--- src/rtl/cnn_proto_pkg.sv ---
`default_nettype none
// ============================================================================
//  cnn_proto_pkg
//  Shared host-link protocol constants and types for the MNIST inference core:
//  command bytes, response markers, frame lengths and framer state encoding.
//  Revision: 1.0
// ============================================================================
package cnn_proto_pkg;

   // Response (device -> host) framing markers
   localparam logic [7:0] RESP_START1      = 8'hDD;
   localparam logic [7:0] RESP_START2      = 8'h77;
   localparam logic [7:0] RESP_END1        = 8'h77;
   localparam logic [7:0] RESP_END2        = 8'hDD;
   localparam logic [7:0] RESP_NACK        = 8'hEE;
   localparam logic [7:0] RESP_TYPE_DIGIT  = 8'h01;
   localparam logic [7:0] RESP_TYPE_SCORES = 8'h02;

   // Host request command bytes, as decoded by the receive router
   localparam logic [7:0] CMD_DIGIT        = 8'hCC;
   localparam logic [7:0] CMD_SCORES       = 8'hCD;

   localparam int NUM_CLASSES = 10;
   localparam int SCORE_W     = 32;
   localparam int SCORES_W    = NUM_CLASSES * SCORE_W;

   // Frame lengths in bytes
   localparam logic [5:0] LEN_DIGIT  = 6'd6;
   localparam logic [5:0] LEN_SCORES = 6'd45;
   localparam logic [5:0] LEN_NACK   = 6'd1;

   typedef enum logic [2:0] {
      ST_IDLE = 3'd0,
      ST_LOAD = 3'd1,
      ST_SEND = 3'd2,
      ST_WAIT = 3'd3,
      ST_DONE = 3'd4
   } tx_state_t;

   typedef enum logic [1:0] {
      FR_NACK   = 2'd0,
      FR_DIGIT  = 2'd1,
      FR_SCORES = 2'd2
   } frame_kind_t;

   // Payload byte of a score frame. Scores are packed little-endian with
   // score 0 first, so payload byte j is simply byte j of the score vector.
   function automatic logic [7:0] score_byte(input logic [SCORES_W-1:0] scores,
                                             input logic [5:0]          idx);
      logic [5:0]          j;
      logic [8:0]          bit_off;
      logic [SCORES_W-1:0] shifted;
      j       = idx - 6'd3;
      bit_off = {j, 3'b000};
      shifted = scores >> bit_off;
      return shifted[7:0];
   endfunction

endpackage
`default_nettype wire

--- src/rtl/uart_tx.sv ---
`default_nettype none
// ============================================================================
//  uart_tx
//  8N1 bit serializer. Accepts a byte on start while idle, shifts out start
//  bit, 8 data bits LSB first and a stop bit, BIT_CYCLES clocks per bit.
//  done pulses during the last cycle of the stop bit.
//  Revision: 1.0
// ============================================================================
module uart_tx #(
   parameter int BIT_CYCLES = 16
) (
   input  logic       clk,
   input  logic       rst,
   input  logic [7:0] data,
   input  logic       start,
   output logic       tx,
   output logic       busy,
   output logic       done
);

   localparam int             CW        = (BIT_CYCLES > 2) ? $clog2(BIT_CYCLES) : 2;
   localparam logic [CW-1:0]  BAUD_LAST = CW'(BIT_CYCLES - 1);

   logic [CW-1:0] baud_cnt;
   logic [3:0]    bit_cnt;
   logic [8:0]    shreg;     // remaining data bits with the stop bit on top

   // Done is asserted in the final stop-bit cycle so the framer can issue the
   // next byte with a single idle clock in between.
   assign done = busy && (bit_cnt == 4'd9) && (baud_cnt == BAUD_LAST);

   // Bit timing and shift register
   always_ff @(posedge clk) begin
      if (rst) begin
         tx       <= 1'b1;
         busy     <= 1'b0;
         baud_cnt <= '0;
         bit_cnt  <= 4'd0;
         shreg    <= 9'h1FF;
      end else if (!busy) begin
         if (start) begin
            tx       <= 1'b0;
            busy     <= 1'b1;
            baud_cnt <= '0;
            bit_cnt  <= 4'd0;
            shreg    <= {1'b1, data};
         end
      end else if (baud_cnt == BAUD_LAST) begin
         baud_cnt <= '0;
         if (bit_cnt == 4'd9) begin
            busy <= 1'b0;
            tx   <= 1'b1;
         end else begin
            tx      <= shreg[0];
            shreg   <= {1'b1, shreg[8:1]};
            bit_cnt <= bit_cnt + 4'd1;
         end
      end else begin
         baud_cnt <= baud_cnt + 1'b1;
      end
   end

endmodule
`default_nettype wire

--- src/rtl/uart_result_tx.sv ---
`default_nettype none
// ============================================================================
//  uart_result_tx
//  Returns the latched classifier result (digit or ten scores) to the host as
//  a marker-framed byte stream on tx, in response to 0xCC / 0xCD commands.
//  Revision: 1.0
// ============================================================================
module uart_result_tx
   import cnn_proto_pkg::*;
#(
   parameter int CLK_FREQ = 100_000_000,
   parameter int BAUD     = 115200
) (
   input  logic                clk,
   input  logic                rst,
   input  logic                result_valid,
   input  logic [3:0]          result_digit,
   input  logic [SCORES_W-1:0] result_scores,
   input  logic [7:0]          cmd_data,
   input  logic                cmd_valid,
   output logic                tx,
   output logic                busy,
   output logic                frame_done
);

   localparam int BIT_CYCLES = CLK_FREQ / BAUD;

   logic [3:0]          hold_digit;
   logic [SCORES_W-1:0] hold_scores;
   logic                have_result;

   logic [3:0]          snap_digit;
   logic [SCORES_W-1:0] snap_scores;
   frame_kind_t         kind;
   tx_state_t           state;
   logic [5:0]          byte_idx;
   logic [5:0]          frame_len;

   logic [7:0]          byte_out;
   logic                ser_start;
   logic                ser_busy;
   logic                ser_done;
   logic                cmd_known;

   assign cmd_known = (cmd_data == CMD_DIGIT) || (cmd_data == CMD_SCORES);
   assign ser_start = (state == ST_SEND) && !ser_busy;

   // Result holding registers; may update at any time, frames use a snapshot
   always_ff @(posedge clk) begin
      if (rst) begin
         hold_digit  <= 4'd0;
         hold_scores <= '0;
         have_result <= 1'b0;
      end else if (result_valid) begin
         hold_digit  <= result_digit;
         hold_scores <= result_scores;
         have_result <= 1'b1;
      end
   end

   // Framer: command accept, snapshot, byte sequencing and status outputs
   always_ff @(posedge clk) begin
      if (rst) begin
         state       <= ST_IDLE;
         kind        <= FR_NACK;
         snap_digit  <= 4'd0;
         snap_scores <= '0;
         byte_idx    <= 6'd0;
         frame_len   <= 6'd0;
         busy        <= 1'b0;
         frame_done  <= 1'b0;
      end else begin
         frame_done <= 1'b0;
         case (state)
            ST_IDLE: begin
               if (cmd_valid && cmd_known) begin
                  busy  <= 1'b1;
                  state <= ST_LOAD;
                  // A result arriving in the same cycle counts as present
                  if (!(have_result || result_valid))
                     kind <= FR_NACK;
                  else if (cmd_data == CMD_DIGIT)
                     kind <= FR_DIGIT;
                  else
                     kind <= FR_SCORES;
               end
            end
            ST_LOAD: begin
               snap_digit  <= hold_digit;
               snap_scores <= hold_scores;
               byte_idx    <= 6'd0;
               case (kind)
                  FR_DIGIT:  frame_len <= LEN_DIGIT;
                  FR_SCORES: frame_len <= LEN_SCORES;
                  default:   frame_len <= LEN_NACK;
               endcase
               state <= ST_SEND;
            end
            ST_SEND: begin
               state <= ST_WAIT;
            end
            ST_WAIT: begin
               if (ser_done) begin
                  if (byte_idx == frame_len - 6'd1) begin
                     state      <= ST_DONE;
                     busy       <= 1'b0;
                     frame_done <= 1'b1;
                  end else begin
                     byte_idx <= byte_idx + 6'd1;
                     state    <= ST_SEND;
                  end
               end
            end
            ST_DONE: begin
               state <= ST_IDLE;
            end
            default: begin
               state <= ST_IDLE;
               busy  <= 1'b0;
            end
         endcase
      end
   end

   // Byte mux: select the frame byte at byte_idx from the snapshot
   always_comb begin
      byte_out = RESP_NACK;
      case (kind)
         FR_DIGIT: begin
            case (byte_idx)
               6'd0:    byte_out = RESP_START1;
               6'd1:    byte_out = RESP_START2;
               6'd2:    byte_out = RESP_TYPE_DIGIT;
               6'd3:    byte_out = {4'h0, snap_digit};
               6'd4:    byte_out = RESP_END1;
               default: byte_out = RESP_END2;
            endcase
         end
         FR_SCORES: begin
            case (byte_idx)
               6'd0:    byte_out = RESP_START1;
               6'd1:    byte_out = RESP_START2;
               6'd2:    byte_out = RESP_TYPE_SCORES;
               6'd43:   byte_out = RESP_END1;
               6'd44:   byte_out = RESP_END2;
               default: byte_out = score_byte(snap_scores, byte_idx);
            endcase
         end
         default: byte_out = RESP_NACK;
      endcase
   end

   uart_tx #(
      .BIT_CYCLES(BIT_CYCLES)
   ) u_uart_tx (
      .clk   (clk),
      .rst   (rst),
      .data  (byte_out),
      .start (ser_start),
      .tx    (tx),
      .busy  (ser_busy),
      .done  (ser_done)
   );

endmodule
`default_nettype wire

--- config.mk ---
export PLATFORM = sky130hd
export DESIGN_NAME = uart_result_tx
export DESIGN_NICKNAME = d
export VERILOG_FILES = /design/src/rtl/cnn_proto_pkg.sv /design/src/rtl/uart_tx.sv /design/src/rtl/uart_result_tx.sv
export SDC_FILE = /design/constraint.sdc
export NUM_CORES = 1
export LEC_CHECK = 0
export CORE_ASPECT_RATIO = 1.75
export CORE_MARGIN = 4
export CORE_UTILIZATION = 44
export CTS_CLUSTER_SIZE = 25
export DETAILED_ROUTE_END_ITERATION = 12
export PLACE_DENSITY = 0.66
export SETUP_SLACK_MARGIN = 0.02
export SLEW_MARGIN = 40
export SYNTH_ARGS = -nofsm -noshare
export SYNTH_HDL_FRONTEND = slang
export SYNTH_SLANG_ARGS = --single-unit
export TNS_END_PERCENT = 30
--- constraint.sdc ---
create_clock -name clk -period 4.5 [get_ports clk]
set_input_delay 1.125 -clock clk [delete_from_list [all_inputs] [get_ports clk]]
set_output_delay 1.125 -clock clk [all_outputs]
set_load 0.1 [all_outputs]
==> key figures, run 1 <==
CTS
  – Total CTS buffers: 61
  – Root Driver: clkbuf_16
  – CTS Sinks: 690
  – Hold-fix buffers, CTS: 0
  – CTS tree: yes
  – CTS clk-pin slew, worst paths: 0.07 ns
  – H-tree levels: 2
  – Post-CTS Setup Repair Bufs: 0
  – Clock Latency Late Sink: 0.65 ns
  – Post-CTS Resized: 0
  – CTS Buffer Depth: 3

Detailed routing
  – # DRC: 0
  – Via Count: 21,944
  – Final ANT Viol Nets: 0
  – Total Wirelength: 81,090 µm
  – DRT Pass-1 Iters: 5
  – Drt via density: 5.371
  – Detailed Route Iter0 Violations: 1,291
  – WL per Instance: 19.84 µm

Logic synthesis
  – Primary FF master, synth: dfxtp_1
  – Synth top area cells: dfxtp_1 (50%), mux2i_1 (12%), nand2_1 (9.7%), mux4_2 (6.8%), a21oi_1 (6.4%)
  – Post-Syn Nets: 3,375
  – Yosys warns: 0
  – Synthesized cell area: 27,640 µm²
  – Share of the synthesized area in the top cell type: 0.4998
  – Post-synth EDFFs: 0
  – Largest area contributor in the netlist: dfxtp_1
  – Syn Area/Cell: 9.131 µm²
  – Synth cell types: 74
  – Async SR Flop Fraction: 0
  – Post-synthesis sequential area ratio: 0.4998
  – Register bit count reported by yosys: 690
  – Post-Synthesis Cells: 3,027

STA
  – WHS: 0.4368 ns
  – Layout Skew: 0.02505 ns
  – Worst-Margin Slew: 0.8335 ns
  – RSZ-0062 raised after global routing: false
  – Final hold vios: 0
  – Final min period: 3.436 ns
  – Max frequency: 291.0 MHz
  – Worst slew margin: 0.4443
  – Final worst-path cycle share: 0.7636
  – Setup Viol. Count Final: 0
  – Post-Route Setup TNS: 0 ns
  – Final Max Slew Viols: 0

Status
  – Outcome: finished clean

Hold path
  – Hold WC Path Type: flop to flop

Final layout
  – Most common cell after layout, fill and taps aside: nand2_1
  – Sequential Area: 13,820 µm²
  – Commonest non-fill, non-tap cells in the layout: nand2_1 (711), dfxtp_1 (688), nor2_1 (372)
  – Area grow syn2layout: 22.34%
  – Fillers: 5,665
  – Final #Nets: 3,583
  – Layout cell share with drive strength beyond 1: 0.07851
  – Multi-input logic area: 12,920 µm²
  – Final core occ: 0.5434

Setup path
  – Worst path required time: 5.00 ns
  – Nature of the critical path endpoint: flop
  – Buf/Inv on CP: 2
  – CP Class: flop to flop
  – CP Cell Sequence: buf_4 > ha_1 > xor2_4 > buf_4 > mux2i_1 > o21ai_0 > a2111oi_0 > a2bb2oi_1
  – Crit start category: flop
  – Data arrival time of the worst path: 3.94 ns
  – CP max stage cell: ha_1
  – Crit-path max FO: 41
  – Cell family with most CP delay: buffers and inverters
  – Top cell by count, worst path: buf_4
  – Max incr delay on CP: 0.61 ns

Placed design
  – DP HPWL: 57,660 µm
  – # port buffers: 338
  – RD Place Congestion: 0.9196

Power and ir drop
  – Reg power frac: 0.490
  – P_sw: 3136 µW
  – Clock network power share: 0.418
  – Switching Share: 0.2366
  – Comb power frac: 0.091
  – P_leak: 0.01267 µW
  – P per Cell Area: 392.0 nW/µm²
  – Int Power: 10,120 µW
  – Max VDD drop: 364.6 µV

GRT
  – Total GRT Usage: 0.2340
  – First-pass GRT wire length: 125,300 µm
  – Total gr overflow: 0
  – Initial antenna violation count: 2
  – Largest net degree at the start of global routing: 202
  – Vias in the first global route: 22,300

Floorplan
  – Die Width: 197.5 µm
  – Initial Utilization: 0.4442
  – Core ar.: 62,220 µm²
  – Top Ports: 339
  – Chip height: 339.6 µm
  – Die ar.: 67,050 µm²
  – FP Rows: 121

Job
  – Max_cap viols: 0
[metrics by stage]
step           instance area (µm²)  total power (µW)  worst slack (ns)  instances
6_report                     33810             13250             1.064       4086
4_1_cts                      33770             13380             1.068       4084
5_1_grt                      33810             13730            0.8812       4085
3_3_place_gp                 31570              7810            0.7669       3968
2_1_floorplan                27640              7259             1.219       3027
3_5_place_dp                 31620              7844            0.8837       3970
[cell type report]
cell class / count / area share
inverters: 16 / 0.001776
multi-input cells: 2092 / 0.3821
well taps: 799 / 0.02957
clock buffers: 89 / 0.05488
repair buffers: 374 / 0.1142
flip-flops and latches: 690 / 0.4087
clock inverters: 25 / 0.008733
diodes: 1 / 0.00007401
[power groups by stage]
stage	logic (µW)	clock network, µW	registers [µW]
final	1210	5540	6500
after global routing	1320	5890	6520
after CTS	1210	5670	6500
after detailed placement	1210	0	6640
after global placement	1180	0	6630
after floorplan	681	0	6580
[Yosys cell counts, drive strengths merged (7+ instances only)]
library cell,number
nand2b,9
nor3,15
nand2,712
ha,12
nand3,16
a21oi,353
a211oi,7
nor4,7
nor2,373
mux4,83
dfxtp,690
clkbuf,170
buf,59
xnor2,8
xor2,7
mux2i,339
or3,9
o21ai,25
inv,16
[worst min-delay path, stage by stage, from the launching register on]
cell     delay [ns]
dfxtp_1        0.31
nand2_1        0.06
a21oi_1        0.05
[cells by family (layout without fill, tap and decap cells)]
family          count (synthesis)  count (layout)  synth area share
xor+xnor                       16              16          0.005613
simple gates                 1186            1186            0.1708
fa+ha+maj                      12              12          0.005432
compound gates                450             450           0.09018
other cells                     0               1                 0
flops                         690             690            0.4998
mux                           428             428            0.1928
buf+inv                       245             504           0.03531
[final timing paths]
check / depth (start not counted) / slack, ns / start / end
hold reg to reg: 2 / 0.44 / hold_scores[57]$_SDFFE_PP0P_ / snap_scores[57]$_SDFFE_PP0N_
hold / removal: 2 / 0.44 / hold_scores[57]$_SDFFE_PP0P_ / snap_scores[57]$_SDFFE_PP0N_
setup / recovery: 8 / 1.06 / byte_idx[0]$_SDFFE_PP0P_ / u_uart_tx.shreg[1]$_SDFFE_PP1P_
setup reg to reg: 8 / 1.06 / byte_idx[0]$_SDFFE_PP0P_ / u_uart_tx.shreg[1]$_SDFFE_PP1P_
[registers in the layout, indices dropped and copies added, names as in the netlist, 6 cells and up]
register and flops:
snap_scores 320, u_uart_tx.baud_cnt 10, byte_idx 6, u_uart_tx.shreg 8
hold_scores 320
[routing by layer]
metal,vias to the layer above,track usage,part of all wire
met5,-,0,0
met4,0,0.07300,0.033
met3,121,0.03376,0.049
met2,607,0.4292,0.52
met1,10543,0.2793,0.39
li1,10673,-,-
Note: power is estimated with default switching activity, not from simulation.
==> run 2, diff against run 1 <==
- clock period: 4.5 -> 3.3 ns (I/O delays scaled with it)
==> run 2 against run 1 <==
Against the previous run: routed wire length is 1.5% higher; hold slack better by 0.016 ns; cell count is 0.42% higher; clock power is 34% higher; clock skew is 0.0050 ns lower; die area stayed put; largest cell class unchanged; highest routed layer unchanged.
==> key figures, run 2 (same netlist as run 1, synthesis figures left out) <==
Status
  – Outcome: finished clean

CTS
  – CTS clk-pin slew, worst paths: 0.07 ns (about the same)
  – Post-CTS Resized: 0 (unchanged)
  – H-tree levels: 2 (unchanged)
  – Clock Latency Late Sink: 0.64 ns (about the same)
  – CTS Sinks: 690 (unchanged)
  – CTS tree: yes
  – Hold-fix buffers, CTS: 0 (unchanged)
  – CTS Buffer Depth: 3 (unchanged)
  – Post-CTS Setup Repair Bufs: 0 (unchanged)
  – Root Driver: clkbuf_16
  – Total CTS buffers: 61 (unchanged)

Final layout
  – Layout cell share with drive strength beyond 1: 0.08174 (+0.003229)
  – Fin cells: 4,103 (+0.42%)
  – Fillers: 5,536 (-2.3%)
  – Sequential Area: 13,820 µm² (about the same)
  – Most common cell after layout, fill and taps aside: nand2_1
  – Largest regs: hold_scores (320), snap_scores (320), u_uart_tx.baud_cnt (10)
  – Area grow syn2layout: 22.87%
  – Final #Nets: 3,602 (+0.53%)
  – Multi-input logic area: 12,910 µm² (about the same)
  – Commonest non-fill, non-tap cells in the layout: nand2_1 (711), dfxtp_1 (686), nor2_1 (372)

Detailed routing
  – Detailed Route Iter0 Violations: 1,265 (-2.0%)
  – # DRC: 0 (unchanged)
  – Drt via density: 5.336 (-0.65%)
  – Via Count: 21,892 (-0.24%)
  – Total Wirelength: 82,260 µm (+1.5%)
  – WL per Instance: 20.05 µm (+1.0%)
  – DRT Pass-1 Iters: 7 (+2)
  – Final ANT Viol Nets: 0 (unchanged)

STA
  – Worst-Margin Slew: 0.7067 ns (-0.1268 ns)
  – Setup Viol. Count Final: 0 (unchanged)
  – Post-Route Setup TNS: 0 ns (unchanged)
  – Final worst-path cycle share: 0.9223 (+0.1587)
  – Max frequency: 328.6 MHz (+13%)
  – Worst slew margin: 0.5289 (+0.08455)
  – RSZ-0062 raised after global routing: false
  – Final Max Slew Viols: 0 (unchanged)
  – Final hold vios: 0 (unchanged)
  – Final min period: 3.044 ns (-0.3926 ns)
  – Layout Skew: 0.02000 ns (-0.005045 ns)

Power and ir drop
  – P_leak: 0.01274 µW (+0.59%)
  – P per Cell Area: 528.3 nW/µm² (+35%)
  – Max VDD drop: 545.5 µV (+50%)
  – Pwr Total: 17,940 µW (+35%)

GRT
  – Largest net degree at the start of global routing: 137 (-32%)
  – First-pass GRT wire length: 126,500 µm (+0.96%)
  – Total GRT Usage: 0.2371 (+0.003143)
  – Initial antenna violation count: 2 (unchanged)
  – Vias in the first global route: 22,162 (-0.62%)
  – Total gr overflow: 0 (unchanged)

Placed design
  – Placed Cells: 3,990 (+0.50%)
  – # port buffers: 338 (unchanged)
  – DP HPWL: 59,420 µm (+3.1%)
  – RD Place Congestion: 0.8601 (-6.5%)

Setup path
  – Nature of the critical path endpoint: flop
  – CP Class: flop to flop
  – CP Cell Sequence: inv_1 > ha_4 > buf_12 > mux4_2 > and2_1 > a2111oi_1 > nor4_1 > o221ai_1 > o21ai_0
  – Crit-path max FO: 25 (-39%)
  – Max incr delay on CP: 0.59 ns (-0.02 ns)
  – Data arrival time of the worst path: 3.55 ns (-0.39 ns)
  – Worst path required time: 3.81 ns (-1.19 ns)
  – Buf/Inv on CP: 2 (unchanged)
  – Cell family with most CP delay: compound AO/OA/AOI/OAI gates
  – Crit start category: flop
  – CP max stage cell: a2111oi_1

Floorplan
  – Chip height: 339.6 µm (unchanged)
  – Initial Utilization: 0.4442 (unchanged)
  – Die Width: 197.5 µm (unchanged)
  – Core ar.: 62,220 µm² (unchanged)
  – Die ar.: 67,050 µm² (unchanged)
  – FP Rows: 121 (unchanged)
  – Top Ports: 339 (unchanged)

Job
  – Max_cap viols: 0 (unchanged)

Hold path
  – Hold WC Path Type: flop to flop
run 2: changes by cell type in the layout (fill, tap and decap cells not counted), moves of 3 or more:
cell,before,now
buf_4,20,35
buf_12,12,23
clkbuf_1,9,14
buf_16,3,0
buf_2,3,0
run 2: final cells by class:
cell class	count	area share
flip-flops and latches	690	0.4070
multi-input cells	2092	0.3801
repair buffers	393	0.1203
clock buffers	90	0.05291
well taps	799	0.02944
clock inverters	22	0.008364
inverters	16	0.001769
diodes	1	0.00007369
run 2: final timing paths:
kind / depth (start not counted) / from / slack [ns] / endpoint
max: 9 / byte_idx[0]$_SDFFE_PP0P_ / 0.26 / u_uart_tx.shreg[4]$_SDFFE_PP1P_
min: 2 / hold_scores[194]$_SDFFE_PP0P_ / 0.45 / snap_scores[194]$_SDFFE_PP0N_
max reg2reg: 9 / byte_idx[0]$_SDFFE_PP0P_ / 0.26 / u_uart_tx.shreg[4]$_SDFFE_PP1P_
min reg2reg: 2 / hold_scores[194]$_SDFFE_PP0P_ / 0.45 / snap_scores[194]$_SDFFE_PP0N_
run 2: power by group:
group	internal [µW]	switching [µW]
sequential	8650	210
combinational	785	875
clock	4230	3190
run 2: metal layers:
metal	vias to the layer above	global-route usage	part of all wire
met5	-	0	0
met4	0	0.08124	0.037
met3	121	0.03465	0.043
met2	528	0.4325	0.52
met1	10539	0.2818	0.40
li1	10704	-	-
run 2: tightest hold or removal path, cell delays in order (launching register included):
cell,delay [ns]
dfxtp_1,0.32
nand2_1,0.05
a21oi_1,0.05
run 2: per-stage QoR:
step	setup WS (ns)	utilization	hold slack, ns	area (µm²)
global route	0.05060	0.5457	0.4701	33960
detailed placement	0.1235	0.5122	0.4431	31870
finish	0.2565	0.5458	0.4529	33960
global placement	0.1297	0.5121	0.4379	31870
floorplan	0.07859	-	0.4312	27640
CTS	0.09627	0.5457	0.4529	33950
==> run 3, diff against run 2 <==
- CORE_UTILIZATION: 44 -> 55
- PLACE_DENSITY: 0.66 -> 0.79
==> run 3 against run 2 <==
Against the previous run: die area decreased by 19%; clock skew increased by 0.0055 ns; clock-buffer cell count decreased by 8; total power decreased by 0.51%; setup slack improved by 0.063 ns; critical path type unchanged.
==> key figures, run 3 (same netlist as run 1, synthesis figures left out) <==
Status
  – Outcome: finished clean

Power and ir drop
  – Switching Share: 0.2334 (-0.004698)
  – Reg power frac: 0.497 (+0.003)
  – Pwr Total: 17,850 µW (-0.51%)
  – P_leak: 0.01269 µW (-0.43%)
  – Comb power frac: 0.091 (-0.002)
  – Max VDD drop: 417.6 µV (-23%)
  – P_sw: 4166 µW (-2.5%)
  – Int Power: 13,680 µW (about the same)
  – Clock network power share: 0.412 (about the same)
  – P per Cell Area: 530.1 nW/µm² (+0.34%)

Final layout
  – Fillers: 3,937 (-29%)
  – ANT cells: 0 (-1)
  – Area grow syn2layout: 21.82%
  – Multi-input logic area: 12,910 µm² (about the same)
  – Commonest non-fill, non-tap cells in the layout: nand2_1 (711), dfxtp_1 (688), nor2_1 (372)
  – Largest regs: hold_scores (320), snap_scores (320), u_uart_tx.baud_cnt (10)
  – Layout cell share with drive strength beyond 1: 0.07931 (-0.002437)
  – Sequential Area: 13,820 µm² (about the same)
  – Most common cell after layout, fill and taps aside: nand2_1
  – Final #Nets: 3,594 (-0.22%)

Detailed routing
  – Drt via density: 5.667 (+6.2%)
  – # DRC: 0 (unchanged)
  – Final ANT Viol Nets: 0 (unchanged)
  – Via Count: 22,392 (+2.3%)
  – Total Wirelength: 78,760 µm (-4.3%)
  – DRT Pass-1 Iters: 6 (-1)
  – WL per Instance: 19.93 µm (-0.57%)
  – Detailed Route Iter0 Violations: 1,914 (+51%)

GRT
  – Total gr overflow: 0 (unchanged)
  – First-pass GRT wire length: 122,100 µm (-3.5%)
  – Largest net degree at the start of global routing: 137 (unchanged)
  – Total GRT Usage: 0.2816 (+0.04444)
  – Initial antenna violation count: 0 (-2)
  – Vias in the first global route: 22,624 (+2.1%)

CTS
  – CTS clk-pin slew, worst paths: 0.07 ns (about the same)
  – CTS Buffer Depth: 3 (unchanged)
  – Post-CTS Setup Repair Bufs: 0 (unchanged)
  – CTS Sinks: 690 (unchanged)
  – Hold-fix buffers, CTS: 0 (unchanged)
  – Root Driver: clkbuf_16
  – Clock Latency Late Sink: 0.62 ns (-0.02 ns)
  – Post-CTS Resized: 0 (unchanged)
  – H-tree levels: 2 (unchanged)
  – CTS tree: yes
  – Total CTS buffers: 58 (-4.9%)

Floorplan
  – Top Ports: 339 (unchanged)
  – Die ar.: 54,040 µm² (-19%)
  – Initial Utilization: 0.5558 (+0.1116)
  – Chip height: 304.6 µm (-10%)
  – FP Rows: 108 (-11%)
  – Core ar.: 49,730 µm² (-20%)
  – Die Width: 177.5 µm (-10%)

Placed design
  – DP HPWL: 56,420 µm (-5.1%)
  – # port buffers: 338 (unchanged)
  – RD Place Congestion: 0.8967 (+4.3%)

Setup path
  – Crit-path max FO: 90 (+260%)
  – Reg-to-reg slack, setup: 0.32 ns (+0.06 ns)
  – Worst r2r src: byte_idx[0]$_SDFFE_PP0P_
  – CP Class: flop to flop
  – Crit path from: byte_idx[0]$_SDFFE_PP0P_
  – Crit path capture: u_uart_tx.shreg[3]$_SDFFE_PP1P_
  – Nature of the critical path endpoint: flop
  – Worst path required time: 3.79 ns (-0.02 ns)
  – R2R cell count: 7 (-2)
  – Data arrival time of the worst path: 3.47 ns (-0.08 ns)
  – R2r endpoint: u_uart_tx.shreg[3]$_SDFFE_PP1P_
  – Crit start category: flop

STA
  – Post-Route Setup TNS: 0 ns (unchanged)
  – Max frequency: 335.6 MHz (+2.1%)
  – Worst-Margin Slew: 0.8242 ns (+0.1175 ns)
  – Layout Skew: 0.02547 ns (+0.005470 ns)
  – Final worst-path cycle share: 0.9031 (-0.01922)
  – Worst slew margin: 0.4498 (-0.07907)
  – Setup Viol. Count Final: 0 (unchanged)
  – Final hold vios: 0 (unchanged)
  – Final min period: 2.980 ns (-0.06344 ns)
  – RSZ-0062 raised after global routing: false
  – Final Max Slew Viols: 0 (unchanged)

Hold path
  – Hold WC Path Type: flop to flop

Job
  – Max_cap viols: 0 (unchanged)
## run 3: metal layers
metal	track usage	share of wire	vias up
li1	-	-	10677
met3	0.03534	0.055	216
met1	0.3173	0.36	10659
met2	0.5096	0.52	840
met4	0.1525	0.063	0
met5	0	0	-
## run 3: through the flow
step | instance area [µm²] | hold WS, ns | std cells | util | setup slack, ns
6_report | 33670 | 0.4536 | 3951 | 0.6771 | 0.3199
5_1_grt | 33670 | 0.4685 | 3951 | 0.6771 | 0.1368
4_1_cts | 33660 | 0.4538 | 3951 | 0.6770 | 0.3244
3_5_place_dp | 31610 | 0.4447 | 3846 | 0.6356 | 0.1206
3_3_place_gp | 31610 | 0.4358 | 3846 | 0.6356 | 0.1682
2_1_floorplan | 27640 | 0.4312 | 3027 | - | 0.07859
## run 3: final cells by class
class                   instances  share of cell area
clock buffers                  82             0.04994
clock inverters                23             0.01107
repair buffers                388              0.1188
multi-input cells            2092              0.3835
inverters                      16            0.001784
well taps                     660             0.02453
flip-flops and latches        690              0.4104
## run 3: how the worst min path moves through the flow
| stage | from | endpoint | slack (ns) | depth (start not counted) |
|---|---|---|---|---|
| 6_report | hold_scores[157]$_SDFFE_PP0P_ | snap_scores[157]$_SDFFE_PP0N_ | 0.45 | 2 |
| 5_1_grt | snap_scores[33]$_SDFFE_PP0N_ | snap_scores[33]$_SDFFE_PP0N_ | 0.47 | 2 |
| 4_1_cts | snap_scores[33]$_SDFFE_PP0N_ | snap_scores[33]$_SDFFE_PP0N_ | 0.45 | 2 |
| 3_5_place_dp | snap_scores[33]$_SDFFE_PP0N_ | snap_scores[33]$_SDFFE_PP0N_ | 0.44 | 2 |
| 3_3_place_gp | hold_scores[281]$_SDFFE_PP0P_ | snap_scores[281]$_SDFFE_PP0N_ | 0.44 | 2 |
| 2_1_floorplan | hold_digit[1]$_SDFFE_PP0P_ | snap_digit[1]$_SDFFE_PP0N_ | 0.43 | 2 |
## run 3: power groups by stage
stage / sequential [µW] / combinational [µW] / clock (µW)
after floorplan: 8970 / 929 / 0
after global routing: 8900 / 1770 / 7780
after detailed placement: 9060 / 1620 / 0
after CTS: 8880 / 1630 / 7440
final: 8880 / 1620 / 7350
after global placement: 9050 / 1570 / 0
## run 3: critical path, stage by stage, from the launching register on
cell	delay, ns
dfxtp_4	0.36
buf_12	0.40
ha_1	0.42
xor2_4	0.27
mux4_2	0.54
a222oi_1	0.32
o221ai_1	0.23
a31o_1	0.27
